--- src/rtl/incubator_pkg.sv ---
// Shared types and default thresholds for the incubator climate supervisor.
// Imported by the scan controller and the per-chamber mode tracker.
package incubator_pkg;

    typedef enum logic [1:0] {
        MODE_OFF  = 2'd0,
        MODE_HEAT = 2'd1,
        MODE_COOL = 2'd2
    } mode_e;

    typedef enum logic [2:0] {
        ST_IDLE = 3'd0,
        ST_REQ  = 3'd1,
        ST_WAIT = 3'd2,
        ST_EVAL = 3'd3,
        ST_NEXT = 3'd4
    } scan_state_e;

    localparam logic signed [7:0] LO_TH = 8'sd15;
    localparam logic signed [7:0] HI_TH = 8'sd35;
    localparam logic signed [7:0] SETPT = 8'sd25;

    // Hysteresis target for one reading; HEAT and COOL can only return to OFF.
    function automatic mode_e next_mode(input mode_e cur, input logic signed [7:0] rd,
                                        input logic signed [7:0] lo, input logic signed [7:0] hi,
                                        input logic signed [7:0] sp);
        mode_e nxt;
        nxt = cur;
        case (cur)
            MODE_OFF: begin
                if (rd < lo) nxt = MODE_HEAT;
                else if (rd > hi) nxt = MODE_COOL;
                else nxt = MODE_OFF;
            end
            MODE_HEAT: begin
                if (rd >= sp) nxt = MODE_OFF;
                else nxt = MODE_HEAT;
            end
            MODE_COOL: begin
                if (rd <= sp) nxt = MODE_OFF;
                else nxt = MODE_COOL;
            end
            default: nxt = MODE_OFF;
        endcase
        return nxt;
    endfunction

endpackage

--- src/rtl/incubator_chan_mode.sv ---
// Per-chamber mode tracker: hysteresis mode, minimum-hold counter and sticky
// sensor-timeout fault, with registered heater/cooler enables.
module incubator_chan_mode #(
    parameter logic signed [7:0] LO_TH    = incubator_pkg::LO_TH,
    parameter logic signed [7:0] HI_TH    = incubator_pkg::HI_TH,
    parameter logic signed [7:0] SETPT    = incubator_pkg::SETPT,
    parameter int unsigned       MIN_HOLD = 8
) (
    input  logic              clk,
    input  logic              rst,
    input  logic              eval_i,
    input  logic              tmo_i,
    input  logic signed [7:0] reading_i,
    output logic              heater_o,
    output logic              cooler_o,
    output logic              fault_o
);
    import incubator_pkg::*;

    localparam int unsigned     HW       = $clog2(MIN_HOLD + 1);
    localparam logic [HW-1:0]   HOLD_MAX = HW'(MIN_HOLD);

    mode_e         mode_q, mode_d, want_s;
    logic [HW-1:0] hold_q, hold_d;
    logic          fault_q, fault_d;
    logic          heater_q, cooler_q;

    // A timeout forces OFF regardless of hold; an eval may change mode only once hold saturates.
    always_comb begin
        want_s  = next_mode(mode_q, reading_i, LO_TH, HI_TH, SETPT);
        mode_d  = mode_q;
        fault_d = fault_q;
        if (tmo_i) begin
            fault_d = 1'b1;
            mode_d  = MODE_OFF;
        end else if (eval_i && !fault_q && (want_s != mode_q) && (hold_q >= HOLD_MAX)) begin
            mode_d = want_s;
        end else begin
            mode_d = mode_q;
        end
        if (mode_d != mode_q) begin
            hold_d = '0;
        end else if (hold_q < HOLD_MAX) begin
            hold_d = hold_q + 1'b1;
        end else begin
            hold_d = hold_q;
        end
    end

    always_ff @(posedge clk) begin
        if (rst) begin
            mode_q   <= MODE_OFF;
            hold_q   <= '0;
            fault_q  <= 1'b0;
            heater_q <= 1'b0;
            cooler_q <= 1'b0;
        end else begin
            mode_q   <= mode_d;
            hold_q   <= hold_d;
            fault_q  <= fault_d;
            heater_q <= (mode_d == MODE_HEAT);
            cooler_q <= (mode_d == MODE_COOL);
        end
    end

    assign heater_o = heater_q;
    assign cooler_o = cooler_q;
    assign fault_o  = fault_q;

endmodule

--- src/rtl/incubator_scan_ctrl.sv ---
// Multi-chamber supervisor: round-robin polls a shared temperature sensor with a
// req/ack handshake and feeds each reading to that chamber's mode tracker.
module incubator_scan_ctrl #(
    parameter int unsigned       N_CH     = 4,
    parameter logic signed [7:0] LO_TH    = incubator_pkg::LO_TH,
    parameter logic signed [7:0] HI_TH    = incubator_pkg::HI_TH,
    parameter logic signed [7:0] SETPT    = incubator_pkg::SETPT,
    parameter int unsigned       MIN_HOLD = 8,
    parameter int unsigned       ACK_TMO  = 16
) (
    input  logic                    clk,
    input  logic                    rst,
    input  logic                    en_i,
    output logic [$clog2(N_CH)-1:0] sns_sel_o,
    output logic                    sns_req_o,
    input  logic                    sns_ack_i,
    input  logic signed [7:0]       sns_data_i,
    output logic [N_CH-1:0]         heater_o,
    output logic [N_CH-1:0]         cooler_o,
    output logic [N_CH-1:0]         fault_o,
    output logic                    scan_done_o
);
    import incubator_pkg::*;

    localparam int unsigned   CW       = $clog2(N_CH);
    localparam int unsigned   TW       = $clog2(ACK_TMO + 1);
    localparam logic [CW-1:0] LAST_CH  = CW'(N_CH - 1);
    localparam logic [TW-1:0] LAST_TMO = TW'(ACK_TMO - 1);

    scan_state_e       state_q, state_d;
    logic [CW-1:0]     ch_q, ch_d;
    logic [TW-1:0]     tmo_cnt_q, tmo_cnt_d;
    logic signed [7:0] data_q, data_d;
    logic              eval_s, tmo_s;

    always_ff @(posedge clk) begin
        if (rst) begin
            state_q   <= ST_IDLE;
            ch_q      <= '0;
            tmo_cnt_q <= '0;
            data_q    <= 8'sd0;
        end else begin
            state_q   <= state_d;
            ch_q      <= ch_d;
            tmo_cnt_q <= tmo_cnt_d;
            data_q    <= data_d;
        end
    end

    // An ack in the final wait cycle still wins over the timeout.
    always_comb begin
        state_d   = state_q;
        ch_d      = ch_q;
        tmo_cnt_d = tmo_cnt_q;
        data_d    = data_q;
        case (state_q)
            ST_IDLE: begin
                if (en_i) state_d = ST_REQ;
                else state_d = ST_IDLE;
            end
            ST_REQ: begin
                tmo_cnt_d = '0;
                state_d   = ST_WAIT;
            end
            ST_WAIT: begin
                if (sns_ack_i) begin
                    data_d  = sns_data_i;
                    state_d = ST_EVAL;
                end else if (tmo_cnt_q == LAST_TMO) begin
                    state_d = ST_NEXT;
                end else begin
                    tmo_cnt_d = tmo_cnt_q + 1'b1;
                end
            end
            ST_EVAL: state_d = ST_NEXT;
            ST_NEXT: begin
                if (ch_q == LAST_CH) ch_d = '0;
                else ch_d = ch_q + 1'b1;
                if (en_i) state_d = ST_REQ;
                else state_d = ST_IDLE;
            end
            default: state_d = ST_IDLE;
        endcase
    end

    always_comb begin
        sns_req_o   = (state_q == ST_REQ) || (state_q == ST_WAIT);
        eval_s      = (state_q == ST_EVAL);
        tmo_s       = (state_q == ST_WAIT) && !sns_ack_i && (tmo_cnt_q == LAST_TMO);
        scan_done_o = (state_q == ST_NEXT) && (ch_q == LAST_CH);
    end

    assign sns_sel_o = ch_q;

    for (genvar i = 0; i < N_CH; i++) begin : g_chan
        incubator_chan_mode #(
            .LO_TH    (LO_TH),
            .HI_TH    (HI_TH),
            .SETPT    (SETPT),
            .MIN_HOLD (MIN_HOLD)
        ) u_chan (
            .clk       (clk),
            .rst       (rst),
            .eval_i    (eval_s && (ch_q == CW'(i))),
            .tmo_i     (tmo_s && (ch_q == CW'(i))),
            .reading_i (data_q),
            .heater_o  (heater_o[i]),
            .cooler_o  (cooler_o[i]),
            .fault_o   (fault_o[i])
        );
    end

endmodule

--- config.mk ---
export PLATFORM = sky130hd
export DESIGN_NAME = incubator_scan_ctrl
export DESIGN_NICKNAME = d
export VERILOG_FILES = /design/src/rtl/incubator_pkg.sv /design/src/rtl/incubator_chan_mode.sv /design/src/rtl/incubator_scan_ctrl.sv
export SDC_FILE = /design/constraint.sdc
export NUM_CORES = 1
export LEC_CHECK = 0
export CORE_MARGIN = 5
export CORE_UTILIZATION = 25
export CTS_CLUSTER_DIAMETER = 40
export DETAILED_ROUTE_END_ITERATION = 10
export PLACE_DENSITY_LB_ADDON = 0.3
export SYNTH_ARGS = -nofsm -noshare
export SYNTH_HDL_FRONTEND = slang
export SYNTH_SLANG_ARGS = --single-unit
export TNS_END_PERCENT = 1
--- constraint.sdc ---
create_clock -name clk -period 2.4 [get_ports clk]
set_input_delay 0.48 -clock clk [delete_from_list [all_inputs] [get_ports clk]]
set_output_delay 0.48 -clock clk [all_outputs]
set_load 0.02 [all_outputs]
# [After elaboration in Yosys (flattened, before gate mapping)]
# Cells that the tools add are included.
[word_totals] mem_count=0 ff_bits=54 ram_bits=0 romBits=0 out_inout_bits=16 latchBits=0 wordCells=144
[classes] div_mod_pow=0 bitwise_logic=0 addsub=6 multipliers=0 muxes=24 shift=0 eq_ne=35 magnitude_cmp=12 reduce_logical=43
[op_table] operator="two-way mux 2 bit" count=12
[op_table] operator="case mux 2 bit (3 select lines)" count=4
[op_table] operator="logical AND 1 bit" count=23
[op_table] operator="== test 2 bit (second input constant)" count=10
[op_table] operator="== test 2 x 1 -> 1 bit (second input constant)" count=9
[op_table] operator="adder 4 x 1 -> 4 bit (second input constant)" count=4
[op_table] operator=">= comparator 4 bit (second input constant)" count=4
[op_table] operator="less-than comparator 4 bit (second input constant)" count=4
[op_table] operator="!= test 2 bit" count=8
[op_table] operator="case mux 3 bit (4 select lines)" count=1
[op_table] operator="logical NOT 2 bit" count=5
[op_table] operator="two-way mux 5 bit" count=2
[op_table] operator="case mux 5 bit (2 select lines)" count=1
[op_table] operator="OR reduction 2 bit" count=5
[op_table] operator=">= comparator 8 x 6 -> 1 bit (second input constant)" count=1
[op_table] operator="> comparator 8 x 7 -> 1 bit (second input constant)" count=1
[op_table] operator="<= comparator 8 x 6 -> 1 bit (second input constant)" count=1
[op_table] operator="less-than comparator 8 x 5 -> 1 bit (second input constant)" count=1
[op_table] operator="== test 3 x 2 -> 1 bit (second input constant)" count=2
[op_table] operator="two-way mux 3 bit" count=2
[op_table] operator="adder 5 x 1 -> 5 bit (second input constant)" count=1
[op_table] operator="== test 5 x 4 -> 1 bit (second input constant)" count=1
[op_table] operator="logical NOT 1 bit" count=5
[op_table] operator="!= test 2 bit (second input constant)" count=2
[op_table] operator="10 further kinds" count=11

# [Logic depth before layout (Yosys ltp)]
[depth] ltp_word=11 depth_mapped=8

# [Cells and area by module]
# From an unflattened synthesis, not the netlist that was laid out.
[unflattened] cells_unflattened=341 hier_area_um2=2961.6
[by_module_without_submodules] module="incubator_chan_mode" n_inst=4 area_each_um2=508.0 cells_per_inst=57 seq_area_each_um2=180.2
[by_module_without_submodules] module="incubator_scan_ctrl" n_inst=1 area_each_um2=929.6 cells_per_inst=113 seq_area_each_um2=360.3

# [Worst setup path after synthesis]
# No wires, ideal clock.
[synth_timing] path_kind="register -> register" start="reg tmo_cnt_q[0]" end="reg tmo_cnt_q[3]" arrival_ns=1.926 setup_ns=0.126 path_buffers=0 period_less_slack_ns=2.051 path_stages_with_launch=9 setup_slack_ns=0.349 path_cell_list="dfxtp_1 ha_1 and3_1 ha_1 or4b_1 a21oi_2 nand4_1 xor2_1 nor2_1"
[synth_via] elab_chain_len=4
[synth_rtl] element="start: declaration" line_no="incubator_scan_ctrl.sv:32" rtl="logic [TW-1:0] tmo_cnt_q, tmo_cnt_d;"
[synth_rtl] element="start signal: assignment" line_no="incubator_scan_ctrl.sv:45" rtl="tmo_cnt_q <= tmo_cnt_d;"
[synth_rtl] element="adder 5 x 1 -> 5 bit" line_no="incubator_scan_ctrl.sv:72" rtl="tmo_cnt_d = tmo_cnt_q + 1'b1;"
[synth_rtl] element="two-way mux 5 bit" line_no="incubator_scan_ctrl.sv:69" rtl="end else if (tmo_cnt_q == LAST_TMO) begin"
[synth_rtl] element="two-way mux 5 bit" line_no="incubator_scan_ctrl.sv:66" rtl="if (sns_ack_i) begin"
[synth_rtl] element="case mux 5 bit (2 select lines)" line_no="incubator_scan_ctrl.sv:56" rtl="case (state_q)"
# Several ways; a longest one is shown, not always the timed one. The select of a mux whose other input is x is not followed.
# A chain may end at the register's enable or synchronous reset.

# [Worst setup path after layout]
[layout_timing] start="reg ch_q[0] (netlist: sns_sel_o[0])" end="out scan_done_o"
[layout_via] elab_chain_len=2
[layout_rtl] element="start: declaration" line_no="incubator_scan_ctrl.sv:31" rtl="logic [CW-1:0] ch_q, ch_d;"
[layout_rtl] element="start signal: assignment" line_no="incubator_scan_ctrl.sv:44" rtl="ch_q <= ch_d;"
[layout_rtl] element="== test 2 bit" line_no="incubator_scan_ctrl.sv:90" rtl="scan_done_o = (state_q == ST_NEXT) && (ch_q == LAST_CH);"
[layout_rtl] element="logical AND 1 bit" line_no="incubator_scan_ctrl.sv:90"
[layout_rtl] element="end: declaration" line_no="incubator_scan_ctrl.sv:21" rtl="output logic scan_done_o"
# No other way between the ends.

==> flow_summary_export.csv <==
group,metric,value,unit
run_status,status,"finished clean",
cts,postCtsSetupRepairBufs,0,
critical_path,crit_buf_inv,1,
floorplanning,die_w,116,um
sta,post-route-period-util,92.2,%
synth,synth-edff-count,0,
critical_path,max_stage_delay,0.60,ns
critical_path,worst_path_max_delay_cell,"clkdlybuf4s50_1",
critical_path,rrSetupSlack,0.22,ns
critical_path,cp.arrival,1.73,ns
sta,clock_skew,0.00617,ns
synth,syn_area,0.00278,mm^2
cts,cts_buffers,5,
grt,grt_pass1_vias,2082,
placement,dp_slack,0.138,ns
cts,clkTransAtPathRegs,0.10,ns
pwr,ir_worst_vdd,0.000273,V
synth,syn_inst,305,
cts,clockRootBuffer,"clkbuf_8",
routing,first_iter_violations,92,
floorplanning,io_pins,28,
layout,drive_gt1_share,12.3,%
synth,netlist.area_leader.share,38.8,%
sta,final.setup.worst_slack,0.187,ns
floorplanning,dieArea,0.0133,mm^2
grt,grt.total_usage,9.71,%
hold_path,hold_class,"flip-flop to flip-flop",
floorplanning,core.rowCount,38,
critical_path,critPathCapture,"scan_done_o",
routing,routedWlPerCell,12.8,um
critical_path,cp_num_cells,3,
floorplanning,core,0.0109,mm^2
pwr,totalPowerFinal,1.99,mW
job,max_cap_viol_count,0,
synth,ys.warnings.count,0,
synth,ys.flop_type,"dfxtp_1",
sta,worst_pin_slew,0.551,ns
cts,h-tree-depth,2,
critical_path,critPathTopFamily,"buffers and inverters",
floorplanning,fp.dieH,116,um
layout,final.fill_count,1145,
critical_path,r2r-start,"tmo_cnt_q[0]",
critical_path,crit_path_start_kind,"flip-flop",
synth,syn_nets,331,
sta,slew_headroom,63.2,%
sta,fin_setup_tns,0,ns
synth,yosys_register_bits,54,
synth,synth_area_leaders,"dfxtp_1 39%, nor2_1 7.0%, ha_1 6.3%, mux2i_1 4.7%, buf_4 3.5%",
critical_path,rr_worst_depth,8,
cts,insertion_delay,0.30,ns
sta,setup_viol,0,
placement,place_congestion,0.793,
critical_path,required,1.92,ns
critical_path,r2r_end,"tmo_cnt_q[3]",
layout,nets,357,
synth,synth-seq-area-share,38.8,%
critical_path,setup.worst_path.class,"flip-flop to output pin",
grt,gr-total-overflow,0,
routing,drc,0,
layout,final_common_cell,"nor2_1",
critical_path,end_kind,"output pin",
floorplanning,start_util,25.6,%
synth,synth.avg_cell_area,9.13,um^2
sta,clock.fmax,0.452,GHz
synth,synth-async-reset-ratio,0,%
placement,dp_hpwl,4500,um
pwr,power.density,605,mW/mm^2
pwr,leakagePower,1.21,nW
layout,syn2layout_area_growth,18.3,%
grt,antenna_found_initial,0,
placement,port_buffers,27,
layout,final_cell_mix,"52 x nor2_1, 51 x dfxtp_1, 27 x clkdlybuf4s50_1",
synth,ys_types,56,
critical_path,cp_max_fo,5,
routing,viasPerCell,4.54,
sta,hold_violations,0,
cts,ctsHoldBuffers,0,
critical_path,cp-startpoint,"sns_sel_o[0]",
sta,final_max_slew_viol_count,0,
cts,clock-sinks,54,
cts,cts-resized-gates,0,
critical_path,worstPathCellList,"ha_1 -> and2_1 -> clkdlybuf4s50_1",
routing,firstDrtPassIters,4,
grt,grt_max_degree,22,
routing,final_antenna_net_count,0,
routing,routed_wl,6040,um
layout,antenna_cells,0,
sta,period_minus_slack,2.21,ns
grt,grt_pass1_wl,10400,um
cts,clockBufferDepth,2,
sta,grt_setup_unrepaired,"false",
cts,cts_tree,"yes",
routing,dr_total_vias,2144,
synth,yosysTopAreaCell,"dfxtp_1",
[cells in the mapped netlist (all sizes together) (4+ instances only)]
| library cell | count |
|---|---|
| nor4 | 10 |
| nor2b | 5 |
| nand3b | 4 |
| and2 | 6 |
| a31oi | 4 |
| buf | 14 |
| xnor2 | 5 |
| xor2 | 6 |
| inv | 20 |
| o21ai | 10 |
| mux2i | 13 |
| ha | 14 |
| nand2 | 8 |
| nand2b | 4 |
| nor3b | 4 |
| nor3 | 10 |
| clkbuf | 4 |
| o311ai | 4 |
| and3 | 4 |
| a21oi | 12 |
| a32oi | 4 |
| o2111ai | 5 |
| dfxtp | 54 |
| nor2 | 52 |
[sequential cells by signal (all words and copies together) (netlist names)]
| register | cells |
|---|---|
| data_q | 8 |
| g_chan.u_chan.cooler_o | 4 |
| g_chan.u_chan.fault_o | 4 |
| g_chan.u_chan.heater_o | 4 |
| g_chan.u_chan.hold_q | 16 |
| g_chan.u_chan.mode_q | 8 |
| sns_sel_o | 2 |
| state_q | 3 |
| tmo_cnt_q | 5 |
[logic make-up (layout without fill, tap and decap cells)]
group / after synthesis / count (layout) / synth area share [%]
XOR/XNOR: 11 / 11 / 3.46
AO/OA/AOI/OAI: 55 / 55 / 14.5
buffers and inverters: 38 / 65 / 7.15
flip-flops: 54 / 54 / 38.8
AND/OR/NAND/NOR: 120 / 120 / 25.1
adder cells (fa/ha/maj): 14 / 14 / 6.29
multiplexers: 13 / 13 / 4.67
[metrics by stage]
step | hold slack, ns | cells | util [%] | area [um^2]
6_report | 0.499 | 472 | 30.3 | 3290
3_3_place_gp | 0.491 | 464 | 29.2 | 3180
2_1_floorplan | 0.455 | 305 | - | 2780
5_1_grt | 0.546 | 472 | 30.3 | 3290
3_5_place_dp | 0.490 | 464 | 29.2 | 3180
4_1_cts | 0.505 | 472 | 30.2 | 3290
[power breakdown]
group	switching, mW	internal (mW)	total (mW)
registers	0.101	0.981	1.08
logic	0.157	0.170	0.327
clock network	0.290	0.292	0.582
total	0.549	1.44	1.99
[worst register-to-register path, stage by stage (launching register included)]
cell,delay [ns]
dfxtp_1,0.34
ha_1,0.21
and3_1,0.18
ha_1,0.23
or4b_1,0.51
a21oi_2,0.26
nand4_1,0.14
xor2_1,0.15
nor2_1,0.05
[how the worst min path moves through the flow]
stage / from / endpoint / slack (ns) / depth (start not counted)
after floorplan: g_chan[0].u_chan.fault_o / g_chan[0].u_chan.fault_o / 0.45 / 1
after global placement: tmo_cnt_q[1] / tmo_cnt_q[1] / 0.49 / 2
after detailed placement: tmo_cnt_q[1] / tmo_cnt_q[1] / 0.49 / 2
after CTS: tmo_cnt_q[1] / tmo_cnt_q[1] / 0.50 / 2
after global routing: tmo_cnt_q[1] / tmo_cnt_q[1] / 0.55 / 2
final: tmo_cnt_q[1] / tmo_cnt_q[1] / 0.50 / 2
[final cells by class]
class,instances,area (um^2),area share [%]
clock buffer,8,110,3.34
sequential,54,1080,32.9
multi-input combinational,213,1500,45.7
timing repair buffer,37,345,10.5
tap,140,175,5.32
inverter,20,75.1,2.28
[routing by layer]
| metal | GRT usage, % | up-vias | wire (um) |
|---|---|---|---|
| li1 | - | 1118 | - |
| met1 | 12.9 | 996 | 2850 |
| met2 | 15.9 | 26 | 2930 |
| met3 | 2.25 | 4 | 207 |
| met4 | 2.58 | 0 | 55 |
| met5 | 0 | - | 0 |
(Power assumes the default switching activity.)
